<file path="src/rtl/fifo_wr_arbiter.sv">
// Round-robin write arbiter: grants one of four requesters access to a FIFO
// write port for up to BURST pushes, with one idle cycle between grants.
module fifo_wr_arbiter #(
  parameter int unsigned N_REQ = 4,
  parameter int unsigned W     = 8,
  parameter int unsigned BURST = 4
) (
  input  logic               clk,
  input  logic               rst,
  input  logic [N_REQ-1:0]   req_valid,
  input  logic [N_REQ*W-1:0] req_data,
  output logic [N_REQ-1:0]   req_ready,
  input  logic               full,
  output logic               push,
  output logic [W-1:0]       wdata,
  output logic [1:0]         grant_id,
  output logic               busy
);

  localparam int unsigned GW = 2;
  localparam int unsigned CW = 4;

  typedef enum logic {IDLE, BUSY} state_t;

  state_t          state, state_n;
  logic [GW-1:0]   grant_n;
  logic [GW-1:0]   last, last_n;
  logic [CW-1:0]   cnt, cnt_n;
  logic [GW-1:0]   sel_c;
  logic [GW-1:0]   idx_c;
  logic            sel_vld_c;
  logic [W-1:0]    slice [N_REQ];

  for (genvar g = 0; g < N_REQ; g++) begin : g_slice
    assign slice[g] = req_data[g*W +: W];
  end

  // Rotating priority: scan last+4 (=last) down to last+1 so the nearest wins.
  always_comb begin
    sel_c     = last;
    sel_vld_c = 1'b0;
    idx_c     = last;
    for (int i = int'(N_REQ); i >= 1; i--) begin
      idx_c = last + GW'(i);
      if (req_valid[idx_c]) begin
        sel_c     = idx_c;
        sel_vld_c = 1'b1;
      end
    end
  end

  always_ff @(posedge clk or posedge rst) begin
    if (rst) begin
      state    <= IDLE;
      grant_id <= '0;
      last     <= GW'(N_REQ - 1);
      cnt      <= '0;
    end else begin
      state    <= state_n;
      grant_id <= grant_n;
      last     <= last_n;
      cnt      <= cnt_n;
    end
  end

  always_comb begin
    state_n   = state;
    grant_n   = grant_id;
    last_n    = last;
    cnt_n     = cnt;
    push      = 1'b0;
    req_ready = '0;
    wdata     = '0;
    case (state)
      IDLE: begin
        if (sel_vld_c) begin
          grant_n = sel_c;
          last_n  = sel_c;
          cnt_n   = '0;
          state_n = BUSY;
        end
      end
      BUSY: begin
        req_ready[grant_id] = ~full;
        wdata               = slice[grant_id];
        push                = req_valid[grant_id] & ~full;
        // A dropped valid forfeits the grant; full with valid simply stalls.
        if (!req_valid[grant_id]) begin
          state_n = IDLE;
        end else if (push) begin
          cnt_n = cnt + CW'(1);
          if (cnt_n == CW'(BURST)) state_n = IDLE;
        end
      end
    endcase
  end

  assign busy = (state == BUSY);

endmodule

</file>
<file path="config.mk">
export PLATFORM = sky130hd
export DESIGN_NAME = fifo_wr_arbiter
export DESIGN_NICKNAME = d
export VERILOG_FILES = /design/src/rtl/fifo_wr_arbiter.sv
export SDC_FILE = /design/constraint.sdc
export NUM_CORES = 1
export LEC_CHECK = 0
export BUFFER_PORTS_ARGS = -buffer_cell sky130_fd_sc_hd__buf_2
export CAP_MARGIN = 20
export CORE_AREA = 5 5 51 53
export CTS_CLUSTER_SIZE = 12
export DETAILED_ROUTE_END_ITERATION = 10
export DIE_AREA = 0 0 56 58
export PLACE_DENSITY = 0.77
export SETUP_SLACK_MARGIN = 0.5
export SYNTH_ARGS = -nofsm -noshare
export SYNTH_HDL_FRONTEND = slang
export SYNTH_SLANG_ARGS = --single-unit
</file>
<file path="constraint.sdc">
create_clock -name clk -period 1.6 [get_ports clk]
set_input_delay 0.24 -clock clk [delete_from_list [all_inputs] [get_ports clk]]
set_output_delay 0.24 -clock clk [all_outputs]
set_load 0.05 [all_outputs]
</file>
==> results of run 1 <==
## sequential cells by signal, indices dropped and copies added, names as in the netlist
| register | flops |
|---|---|
| grant_id | 2 |
| last | 2 |
| busy | 1 |
| cnt | 4 |
## metal layers
layer  routed length [µm]  share of wire
met1                 1530           0.36
met2                 2080           0.49
met3                  580           0.14
met4                   52          0.012
met5                    0              0
## per-stage QoR
step	total power (µW)	hold WS, ns	cells	instance area, µm²
global placement	2360	0.207	165	1200
detailed placement	2400	0.217	165	1200
global route	3990	0.366	187	1670
CTS	3570	0.322	185	1620
finish	3850	0.332	187	1670
floorplan	2080	0.0664	83	908
## layout make-up
type / instances / area [µm²] / area share
Clock buffer: 4 / 26.3 / 0.0158
Inverter: 4 / 15.0 / 0.00900
Multi-Input combinational cell: 66 / 671 / 0.402
Sequential cell: 9 / 234 / 0.140
Tap cell: 28 / 35.0 / 0.0210
Timing Repair Buffer: 76 / 687 / 0.412
## power by group through the flow
stage                     registers [µW]  clock network [µW]  logic (µW)
final                                439                 187        3230
after global routing                 453                 204        3340
after CTS                            424                 188        2960
after detailed placement             550                   0        1850
after global placement               540                   0        1820
after floorplan                      573                   0        1510
## worst register-to-register path, delay by kind of cell (launching register included)
| kind | cells | cell delay [ns] |
|---|---|---|
| AO/OA/AOI/OAI | 1 | 0.15 |
| buffers and inverters | 3 | 0.38 |
| flip-flops | 1 | 0.43 |
| multiplexers | 1 | 0.11 |
| AND/OR/NAND/NOR | 2 | 0.47 |
## cells in the final DEF (no fill, tap or decap), drive strengths merged
master and n:
a21boi 1, a21o 1, a21oi 2, a311o 1, a31oi 2, and2 8
buf 75, clkbuf 4, dfrtp 7, dfstp 2, dlygate4sd3 1, ha 1
inv 4, mux2 1, mux2i 3, mux4 8, nand2 9, nand2b 1
nand3 1, nand3b 1, nor2 8, nor2b 2, nor3b 1, o211ai 1
o21a 1, o21ai 7, o22ai 1, o31a 1, o32ai 1, o41ai 1
or3b 1, xnor2 1
## worst paths after layout
check,start,cells past startpoint,slack [ns],end
worst max-delay path,grant_id[0]$_DFFE_PP0P_,4,-0.29,wdata[1]
worst min-delay path,full,3,0.33,busy$_DFF_PP0_
worst max register to register,grant_id[0]$_DFFE_PP0P_,7,-0.05,cnt[2]$_DFFE_PP0P_
worst min register to register,cnt[2]$_DFFE_PP0P_,1,0.52,cnt[2]$_DFFE_PP0P_
max in group asynchronous,rst,3,0.82,last[1]$_DFFE_PP1P_
min in group asynchronous,rst,3,0.47,cnt[0]$_DFFE_PP0P_
## cells by family after synthesis
| kind of cell | synth area share |
|---|---|
| flip-flops | 0.278 |
| buffers and inverters | 0.0443 |
| multiplexers | 0.271 |
| AND/OR/NAND/NOR | 0.203 |
| XOR/XNOR | 0.0107 |
| AO/OA/AOI/OAI | 0.177 |
| adder cells (fa/ha/maj) | 0.0153 |
## what timing repair did
item                                    in CTS  in global routing
cloned                                       1                  0
pin swaps                                   12                  2
setup buffers                               14                  2
endpoints found under the setup margin      25                 25
hold buffers                                 1                  0
hold endpoints to repair                     7                  0
gates resized for setup                     67                 11
==> parameters.txt, run 1 <==
Parameter                              Value

Setup path
  Critical path required time    1.36 ns
  Critical Setup Path Class    flop to primary output
  Worst Path Buf+Inv    2
  CP delay by family, top    multiplexers
  Maximum fanout count along the critical path    5
  Critical Path AT    1.65 ns
  Startpoint types    flop
  Crit-path slowest cell    sky130_fd_sc_hd__mux4_2
  Cell-by-cell listing of the critical path    buf_12, mux4_2, and2_4, buf_8
  CP peak stage delay    0.53 ns
  Element type at the critical path end    primary output

Yosys
  Yosys top cell by area    sky130_fd_sc_hd__mux4_2
  Number of distinct library cells after synthesis    34
  Dominant synthesized flop cell    sky130_fd_sc_hd__dfrtp_1
  Number of warnings issued by yosys    0
  Register area share after synthesis    0.278
  Post-synth EDFFs    0
  Commonest cells post-synth    sky130_fd_sc_hd__and2_1, sky130_fd_sc_hd__mux4_2, sky130_fd_sc_hd__nand2_1, sky130_fd_sc_hd__nor2_1, sky130_fd_sc_hd__dfrtp_1
  Asr flop ratio synth    1.00
  Number of synthesized register bits    9
  Yosys top cell area share    0.220
  Top cells by area in the synthesized netlist    sky130_fd_sc_hd__mux4_2, sky130_fd_sc_hd__dfrtp_1, sky130_fd_sc_hd__dfstp_2
  Mean instance size in the synthesized netlist    between 9 and 10 µm²
  Mapped cell area    between 800 and 900 µm²
  Synth Net Count    around 120
  Cell count after synthesis    83

Final layout
  Total number of nets in the final design    200
  Fraction of layout cells with a size suffix above 1    0.736
  Inserted Diodes    0
  Number of fill cells    98
  Final Util    0.792
  Layout area overhead    104%

Timing
  Final critical path time including I/O delays and setup    roughly 1.9 ns
  Largest clock skew in the final design    ~0.0043 ns
  Max-slew violation count    0
  Final period util    1.18
  Setup repair after global routing missed its margin    true
  Fmax    0.530 GHz
  Final setup margin    -0.287 ns
  Worst slew margin relative to its limit    0.736
  Final number of hold-violating endpoints    0
  Setup violators final    15
  Slew @ Worst Pin    between 0.3 and 0.4 ns
  Sum of negative setup slack    -2.96 ns

Global routing
  Global-route track usage on met2    0.396
  GR Layer Usage met3    0.0891
  Vias in the first global route    approximately 1100
  GRT busiest layer    met2
  Wire length of the first global-routing pass    about 5.7 mm
  Overflow after GRT    0
  Number of antenna violations at the first check in global routing    0
  Total routing usage reported by global routing    0.228
  Largest net degree at the start of global routing    10
  Met1 usage in global routing    0.261

Die
  Die W    56 µm
  Number of top-level design ports    55
  Die Y-Extent    a little under 60 µm
  Placement row count    17
  Core box area    about 0.0021 mm²
  Initial cell density of the core    0.389
  Floorplan die area    between 0.003 and 0.004 mm²

Route
  Total routed wirelength    4.24 mm
  Routed via count    1098
  DRT antenna net count    0
  Number of vias per cell    a little under 6
  Remaining design rule violation count    0
  Pre-antenna DRT Iters    4
  Routed wirelength normalized by instance count    between 20 and 25 µm
  Violation count after the first detailed-route iteration    66

Clock network
  Number of buffers added by the clock tree synthesis step    3
  Buffer levels on the longest clock path    2
  Clock sinks    9
  Clock Tree Root    sky130_fd_sc_hd__clkbuf_4
  Clock input transition at the sequential cells of the worst setup and hold paths    ~0.070 ns
  Later-pin clock latency in the skew report    0.27 ns
  TritonCTS clock tree    done
  H-Tree Level Count    1

Power
  Share of power burned in combinational logic    0.837
  Net switching fraction of the power    0.467
  Relative contribution of the clock network to total power    0.049
  Power per unit of standard cell area    around 2300 mW/mm²
  Sequential power share    0.114
  Pleak    between 0.0007 and 0.0008 µW
  P_sw    ~1800 µW
  Worst vdd rail ir drop    between 0.001 and 0.0015 V
  Internal Pwr Total    around 2100 µW

Place
  Final GP Congestion    between 0.8 and 0.9
  Detail Placement HPWL    ~2.1 mm
  Port Buffer Count    between 50 and 60
  Setup Slack @ Placement    -0.0966 ns

Run status
  Outcome    finished with violations
  Failing checks    negative setup slack

Hold path
  Worst Hold Class    primary input to flop

Job
  Maximum Capacitance Violations    0
Note: power is estimated with default switching activity, not from simulation.
==> run 2, diff against run 1 <==
ABC_AREA = 1   (was not set)
CORE_AREA = 5 5 52 54   (was 5 5 51 53)
CTS_CLUSTER_SIZE = not set   (was 12)
DIE_AREA = 0 0 57 59   (was 0 0 56 58)
PLACE_DENSITY = 0.78   (was 0.77)
==> run 2 against run 1 <==
  * The run now fails in global routing (5_1_grt)
  * Synthesized area increased by 10%
  * Synthesized cell count rose by 78%
==> parameters.txt, run 2 <==
Parameter                              Value

Yosys
  Number of synthesized register bits    9 (unchanged)
  Yosys top cell by area    sky130_fd_sc_hd__nand2_1
  Top cells by area in the synthesized netlist    sky130_fd_sc_hd__nand2_1, sky130_fd_sc_hd__dfrtp_1, sky130_fd_sc_hd__nand3_1
  Mapped cell area    903 µm² (+10%)
  Yosys top cell area share    0.233 (+0.0125)
  Commonest cells post-synth    sky130_fd_sc_hd__nand2_1, sky130_fd_sc_hd__nand3_1, sky130_fd_sc_hd__inv_1
  Post-synth EDFFs    0 (unchanged)
  Synth Net Count    188 (+53%)
  Number of warnings issued by yosys    0 (unchanged)
  Dominant synthesized flop cell    sky130_fd_sc_hd__dfrtp_1
  Cell count after synthesis    148 (+78%)
  Mean instance size in the synthesized netlist    6.10 µm² (-38%)
  Leading cell type by number of instances after synthesis    sky130_fd_sc_hd__nand2_1
  Number of distinct library cells after synthesis    23 (-32%)
  Register area share after synthesis    0.252 (-0.0262)
  Asr flop ratio synth    1.00 (unchanged)

Global routing
  Largest net degree at the start of global routing    12

Die
  Die Y-Extent    59 µm (+1.7%)
  Initial cell density of the core    0.416 (+0.0278)
  Number of top-level design ports    55 (unchanged)
  Die W    57 µm (+1.8%)
  Placement row count    17 (unchanged)

Run status
  First error line in the log    [ERROR DPL-0038] Utilization greater than 100%, impossible to legalize
  Last stage the flow got to    global routing (5_1_grt)
  Outcome    aborted with a tool error

Place
  Final GP Congestion    0.860 (+4.1%)
  Detail Placement HPWL    2.58 mm (+21%)
  Port Buffer Count    54 (unchanged)

Clock network
  Clock sinks    9 (unchanged)
  Buffer levels on the longest clock path    2 (unchanged)
  Clock Tree Root    sky130_fd_sc_hd__clkbuf_4
  H-Tree Level Count    1 (unchanged)
  Number of buffers added by the clock tree synthesis step    3 (unchanged)

Timing
  Endpoint with the least setup slack after the last global-route repair    wdata[4]
  Classification of the worst endpoint    primary output
[run 2: kinds of logic after synthesis]
group,Yosys count,share of synthesized area
AND/OR/NAND/NOR,97,0.472
buffers and inverters,22,0.102
AO/OA/AOI/OAI,17,0.140
flip-flops,9,0.252
XOR/XNOR,2,0.0194
adder cells (fa/ha/maj),1,0.0138
[run 2: what timing repair did]
item | in CTS
resized for setup | 104
buffers inserted | 16
pin swaps | 29
endpoints found under the hold margin | 7
hold buffers | 1
gates cloned | 3
setup endpoints to repair | 25
[run 2: metrics by stage]
step / worst slack [ns] / std cells / hold WS [ns] / cell area, µm²
4_1_cts: -0.129 / 256 / 0.291 / 2020
3_5_place_dp: -0.0295 / 232 / 0.210 / 1480
3_3_place_gp: 0.0128 / 232 / 0.203 / 1480
2_1_floorplan: -0.130 / 148 / 0.0663 / 1150
==> run 3, diff against run 2 <==
CORE_AREA = 5 5 66 68   (was 5 5 52 54)
DIE_AREA = 0 0 71 73   (was 0 0 57 59)
PLACE_DENSITY = not set   (was 0.78)
PLACE_DENSITY_LB_ADDON = 0.15   (was not set)
SETUP_SLACK_MARGIN = not set   (was 0.5)
==> run 3 against run 2 <==
  * The flow now finishes, with violations (negative setup slack)
  * Synthesized cell count did not move
  * Synthesized area stayed put
==> parameters.txt, run 3 <==
Parameter                              Value

Setup path
  End of the worst register-to-register path    cnt[2]$_DFFE_PP0P_
  Element type at the critical path end    primary output
  Worst Reg2Reg Path Length in Cells    9
  Cell-by-cell listing of the critical path    buf_6, nor2_4, buf_6, nand2_4, a41oi_4, buf_6
  Worst R2R Start    last[0]$_DFFE_PP1P_
  Register-to-register path setup slack    between 0.1 and 0.15 ns
  Critical Path AT    around 1.5 ns
  Critical Setup Path Class    flop to primary output
  Startpoint types    flop
  Cell mode on critical path    sky130_fd_sc_hd__buf_6
  Worst Path Buf+Inv    3
  CP delay by family, top    buffers and inverters
  Endpoint of the most critical setup path    wdata[3]
  Maximum fanout count along the critical path    5
  CP peak stage delay    between 0.4 and 0.5 ns
  Critical path required time    1.36 ns
  Logic depth of the worst path, buffers included    6
  Start point of the critical path    grant_id[0]$_DFFE_PP0P_
  Crit-path slowest cell    sky130_fd_sc_hd__dfrtp_2

Die
  Die W    71 µm (+25%)
  Floorplan die area    between 0.005 and 0.006 mm²
  Placement row count    23 (+6)
  Number of top-level design ports    55 (unchanged)
  Initial cell density of the core    0.238 (-0.179)
  Core box area    around 0.0038 mm²
  Die Y-Extent    73 µm (+24%)

Yosys
  Number of distinct library cells after synthesis    23 (unchanged)
  Number of synthesized register bits    9 (unchanged)
  Mapped cell area    903 µm² (unchanged)
  Top cells by area in the synthesized netlist    sky130_fd_sc_hd__nand2_1, sky130_fd_sc_hd__dfrtp_1, sky130_fd_sc_hd__nand3_1
  Number of warnings issued by yosys    0 (unchanged)
  Cell count after synthesis    148 (unchanged)
  Yosys top cell by area    sky130_fd_sc_hd__nand2_1
  Dominant synthesized flop cell    sky130_fd_sc_hd__dfrtp_1
  Mean instance size in the synthesized netlist    6.10 µm² (unchanged)
  Commonest cells post-synth    sky130_fd_sc_hd__nand2_1, sky130_fd_sc_hd__nand3_1, sky130_fd_sc_hd__inv_1
  Leading cell type by number of instances after synthesis    sky130_fd_sc_hd__nand2_1
  Yosys top cell area share    0.233 (unchanged)
  Register area share after synthesis    0.252 (unchanged)
  Asr flop ratio synth    1.00 (unchanged)
  Synth Net Count    188 (unchanged)
  Post-synth EDFFs    0 (unchanged)

Global routing
  Number of antenna violations at the first check in global routing    0
  Largest net degree at the start of global routing    10
  Total routing usage reported by global routing    0.125
  Overflow after GRT    0
  Wire length of the first global-routing pass    5.44 mm
  Vias in the first global route    1240

Final layout
  Fraction of layout cells with a size suffix above 1    0.604
  Layout area overhead    116%
  Number of fill cells    ~380
  Largest register by flop count    cnt
  Inserted Diodes    0
  Flip-flop count of the largest register after layout    4
  Total number of nets in the final design    271
  Registers with the most flip-flops    cnt (4), grant_id (2), last (2)
  Post-route standard cell area excluding fillers    0.00195 mm²
  Most frequent cells in the layout    sky130_fd_sc_hd__nand2_1, sky130_fd_sc_hd__buf_2, sky130_fd_sc_hd__nand3_1, sky130_fd_sc_hd__buf_6, sky130_fd_sc_hd__buf_4

Run status
  Failing checks    negative setup slack
  Outcome    finished with violations

Route
  DRT antenna net count    0
  Routed wirelength normalized by instance count    between 10 and 15 µm
  Pre-antenna DRT Iters    4
  Number of vias per cell    roughly 4.6
  Routed via count    1298
  Remaining design rule violation count    0
  Total routed wirelength    3.44 mm
  Violation count after the first detailed-route iteration    33

Timing
  Max-slew violation count    0
  Fmax    0.576 GHz
  Setup violators final    11
  Setup repair after global routing missed its margin    true
  Final number of hold-violating endpoints    0
  Final critical path time including I/O delays and setup    roughly 1.7 ns
  Worst slew margin relative to its limit    0.768
  Largest clock skew in the final design    between 0.002 and 0.0025 ns
  Final period util    1.09
  Slew @ Worst Pin    approximately 0.35 ns
  Final setup margin    -0.137 ns

Place
  Port Buffer Count    54 (unchanged)
  Post-Place Cell Area    0.00156 mm² (+5.8%)
  Final GP Congestion    0.862 (+0.17%)
  Detail Placement HPWL    2.63 mm (+1.6%)

Power
  Worst vdd rail ir drop    between 0.001 and 0.0015 V
  Post-route total power    around 4400 µW
  Power per unit of standard cell area    between 2000 and 2500 mW/mm²
  Pleak    ~0.0009 µW

Job
  Maximum Capacitance Violations    0

Clock network
  Later-pin clock latency in the skew report    ~0.23 ns
  H-Tree Level Count    1 (unchanged)
  Clock input transition at the sequential cells of the worst setup and hold paths    about 0.040 ns
  Number of buffers added by the clock tree synthesis step    3 (unchanged)
  Buffer levels on the longest clock path    2 (unchanged)
  Clock sinks    9 (unchanged)
  Clock Tree Root    sky130_fd_sc_hd__clkbuf_8
  TritonCTS clock tree    done

Hold path
  Worst Hold Class    primary input to flop
==> run 3: worst min path at each step <==
stage | end | from | cells after the start
after detailed placement | cnt[0]$_DFFE_PP0P_ | rst | 2
after global placement | cnt[0]$_DFFE_PP0P_ | rst | 2
after CTS | busy$_DFF_PP0_ | full | 3
final | busy$_DFF_PP0_ | full | 3
after global routing | busy$_DFF_PP0_ | full | 3
after floorplan | cnt[0]$_DFFE_PP0P_ | rst | 1
==> run 3: power breakdown <==
| group | internal (µW) | leakage [µW] | switching [µW] | total, µW |
|---|---|---|---|---|
| clock network | 173 | 0.0000228 | 83.6 | 257 |
| registers | 349 | 0.000108 | 132 | 480 |
| logic | 1550 | 0.000780 | 2110 | 3660 |
==> run 3: area by class of cell <==
class                           instances  area (µm²)  area share
Multi-Input combinational cell        118         892       0.456
Timing Repair Buffer                   83         651       0.333
Sequential cell                         9         231       0.118
Inverter                               16        72.6      0.0371
Tap cell                               50        62.6      0.0320
Clock buffer                            4        45.0      0.0230
==> run 3: cell families after synthesis <==
logic type / share of synthesized area
AND/OR/NAND/NOR: 0.472
buffers and inverters: 0.102
AO/OA/AOI/OAI: 0.140
flip-flops: 0.252
XOR/XNOR: 0.0194
adder cells (fa/ha/maj): 0.0138
==> run 3: metrics by stage <==
step                utilization  setup WS (ns)  std cells  setup TNS (ns)  hold slack (ns)
global route              0.514         -0.179        280           -1.54            0.376
detailed placement        0.411        -0.0315        261         -0.0511            0.216
floorplan                     -         -0.130        148          -0.954           0.0663
global placement          0.411        0.00981        261               0            0.212
CTS                       0.498         -0.112        279          -0.903            0.324
finish                    0.514         -0.137        280          -0.942            0.333
==> run 3: routing by layer <==
metal,part of all wire,routed length (µm),track usage
met4,0.0073,25,0.0209
met3,0.071,243,0.0303
met2,0.51,1740,0.232
met1,0.42,1430,0.149
met5,0,0,0
==> run 3: repair_timing <==
action                                 CTS  global route
gates resized for setup                 54            14
gates cloned                             1             0
setup endpoints to repair               13            15
hold buffers                             1             0
endpoints found under the hold margin    7             0
buffers inserted                        12             1
pin swaps                               21             5
==> run 3: tightest hold or removal path, delay by kind of cell <==
family / cells / cell delay (ns)
AO/OA/AOI/OAI: 1 / 0.11
buffers and inverters: 1 / 0.12
AND/OR/NAND/NOR: 1 / 0.06
==> run 4, diff against run 3 <==
CTS_BUF_LIST = sky130_fd_sc_hd__clkbuf_16   (was not set)
SKIP_LAST_GASP = 1   (was not set)
==> run 4 against run 3 <==
  * The run still ends with negative setup slack left
  * Hold slack lost 0.0017 ns
  * Final cell count shrank 0.36%
  * Design area grew 0.58%
  * Sequential share of layout area shrank 0.068 points
  * Via count shrank 0.77%
  * Clock power grew 65%
==> parameters.txt, run 4 (synthesis results as in run 3) <==
Parameter                              Value

Job
  Maximum Capacitance Violations    0 (unchanged)

Clock network
  Clock input transition at the sequential cells of the worst setup and hold paths    0.04 ns (about the same)
  Clock sinks    9 (unchanged)
  Clock Tree Root    sky130_fd_sc_hd__clkbuf_16
  H-Tree Level Count    1 (unchanged)
  Buffer levels on the longest clock path    2 (unchanged)
  Number of buffers added by the clock tree synthesis step    3 (unchanged)
  TritonCTS clock tree    done
  Later-pin clock latency in the skew report    0.23 ns (about the same)

Place
  Detail Placement HPWL    2.63 mm (unchanged)
  Setup Slack @ Placement    -0.0315 ns (unchanged)
  Final GP Congestion    0.862 (unchanged)
  Port Buffer Count    54 (unchanged)

Timing
  Setup violators final    10 (-1)
  Fmax    0.580 GHz (+0.71%)
  Slew @ Worst Pin    0.351 ns (+0.00378 ns)
  Final setup margin    -0.125 ns (+0.0123 ns)
  Setup repair after global routing missed its margin    true
  Max-slew violation count    0 (unchanged)
  Largest clock skew in the final design    0.00144 ns (-0.000751 ns)
  Final period util    1.08 (-0.00767)
  Final number of hold-violating endpoints    0 (unchanged)
  Final critical path time including I/O delays and setup    1.73 ns (-0.0123 ns)
  Worst slew margin relative to its limit    0.766 (-0.00252)
  Sum of negative setup slack    -0.921 ns (+0.0206 ns)
  Worst hold margin    0.331 ns (-0.00166 ns)

Die
  Die W    71 µm (unchanged)
  Placement row count    23 (unchanged)
  Floorplan die area    0.00518 mm² (unchanged)
  Initial cell density of the core    0.238 (unchanged)
  Die Y-Extent    73 µm (unchanged)
  Core box area    0.00380 mm² (unchanged)
  Number of top-level design ports    55 (unchanged)

Power
  P_sw    2320 µW (-0.28%)
  Share of power burned in combinational logic    0.798 (-0.034)
  Internal Pwr Total    2200 µW (+6.3%)
  Relative contribution of the clock network to total power    0.094 (+0.036)
  Power per unit of standard cell area    2300 mW/mm² (+2.2%)
  Pleak    0.000911 µW (about the same)
  Worst vdd rail ir drop    0.00128 V (+19%)
  Post-route total power    4520 µW (+2.8%)
  Sequential power share    0.108 (about the same)
  Net switching fraction of the power    0.514 (-0.0160)

Global routing
  Number of antenna violations at the first check in global routing    0 (unchanged)
  Wire length of the first global-routing pass    5.51 mm (+1.3%)
  Total routing usage reported by global routing    0.127 (+0.00144)
  Overflow after GRT    0 (unchanged)
  Vias in the first global route    1261 (+1.7%)
  Largest net degree at the start of global routing    10 (unchanged)

Final layout
  Fraction of layout cells with a size suffix above 1    0.603 (-0.00173)
  Largest register by flop count    cnt
  Layout area overhead    118%
  Area taken by multi-input logic gates    877 µm² (-1.7%)
  Most frequent cells in the layout    sky130_fd_sc_hd__nand2_1, sky130_fd_sc_hd__buf_2, sky130_fd_sc_hd__nand3_1, sky130_fd_sc_hd__buf_6, sky130_fd_sc_hd__buf_4
  Flip-flop count of the largest register after layout    4 (unchanged)
  Sequential Area    231 µm² (unchanged)
  Number of fill cells    373 (-1.3%)
  Inserted Diodes    0 (unchanged)
  Registers with the most flip-flops    cnt (4), grant_id (2), last (2)
  Total number of nets in the final design    270 (-0.37%)
  Final Util    0.517 (+0.00296)

Setup path
  Startpoint types    flop
  Element type at the critical path end    primary output
  Register-to-register path setup slack    0.16 ns (+0.03 ns)
  Critical Setup Path Class    flop to primary output
  Critical path required time    1.36 ns (about the same)
  Critical Path AT    1.49 ns (about the same)
  Maximum fanout count along the critical path    5 (unchanged)

Route
  Remaining design rule violation count    0 (unchanged)
  Routed wirelength normalized by instance count    12.2 µm (-0.66%)
  Violation count after the first detailed-route iteration    44 (+33%)
  Number of vias per cell    4.62 (-0.41%)
  DRT antenna net count    0 (unchanged)
  Total routed wirelength    3.41 mm (-1.0%)
  Pre-antenna DRT Iters    4 (unchanged)
  Routed via count    1288 (-0.77%)

Run status
  Outcome    finished with violations
  Failing checks    negative setup slack

Hold path
  Worst Hold Class    primary input to flop
run 4: cell types whose count changed in the layout (fill, tap and decap cells not counted), moves of 2 or more:
cell and delta:
sky130_fd_sc_hd__nand2_4 -2, sky130_fd_sc_hd__clkbuf_16 +3, sky130_fd_sc_hd__clkbuf_8 -3, sky130_fd_sc_hd__nand2_2 +2
run 4: worst paths after layout:
path                                               from                  end  cells past startpoint
worst max-delay path            grant_id[0]$_DFFE_PP0P_             wdata[3]                      6
worst min-delay path                               full       busy$_DFF_PP0_                      3
worst max register to register      last[0]$_DFFE_PP1P_   cnt[2]$_DFFE_PP0P_                      9
worst min register to register      last[1]$_DFFE_PP1P_  last[1]$_DFFE_PP1P_                      2
max in group asynchronous                           rst  last[1]$_DFFE_PP1P_                      3
min in group asynchronous                           rst   cnt[3]$_DFFE_PP0P_                      3
run 4: layout make-up:
class / instances / area share
Clock inverter: 1 / 0.00191
Tap cell: 50 / 0.0318
Inverter: 16 / 0.0369
Multi-Input combinational cell: 118 / 0.446
Clock buffer: 3 / 0.0382
Sequential cell: 9 / 0.118
Timing Repair Buffer: 82 / 0.327
run 4: repair_timing:
action	CTS	global route
gates cloned	1	0
setup buffers	12	0
endpoints found under the setup margin	13	15
resized for setup	54	12
endpoints found under the hold margin	7	0
hold buffers	1	0
pin swaps	21	5
run 4: power groups by stage:
stage	combinational, µW	clock, µW	sequential (µW)
CTS	3540	439	483
floorplan	2010	0	572
global placement	2830	0	509
global route	3840	451	509
finish	3600	425	489
detailed placement	2850	0	514
run 4: per-stage QoR:
stage                     area [µm²]  std cells
after floorplan                 1120        148
after global placement          1560        261
after detailed placement        1560        261
after CTS                       1930        279
after global routing            1970        279
final                           1970        279
run 4: per-layer routing:
metal	track usage	wire length (µm)	vias to the layer above
li1	-	-	658
met1	0.150	1400	589
met2	0.235	1740	37
met3	0.0317	237	4
met4	0.0209	23	0
met5	0	0	-
run 4: worst max-delay path, cell delays in order (launching register included):
cell and delay, ns:
sky130_fd_sc_hd__dfrtp_2 0.43, sky130_fd_sc_hd__buf_6 0.15, sky130_fd_sc_hd__nor2_4 0.15, sky130_fd_sc_hd__buf_6 0.14
sky130_fd_sc_hd__nand2_4 0.05, sky130_fd_sc_hd__a41oi_4 0.16, sky130_fd_sc_hd__buf_6 0.18
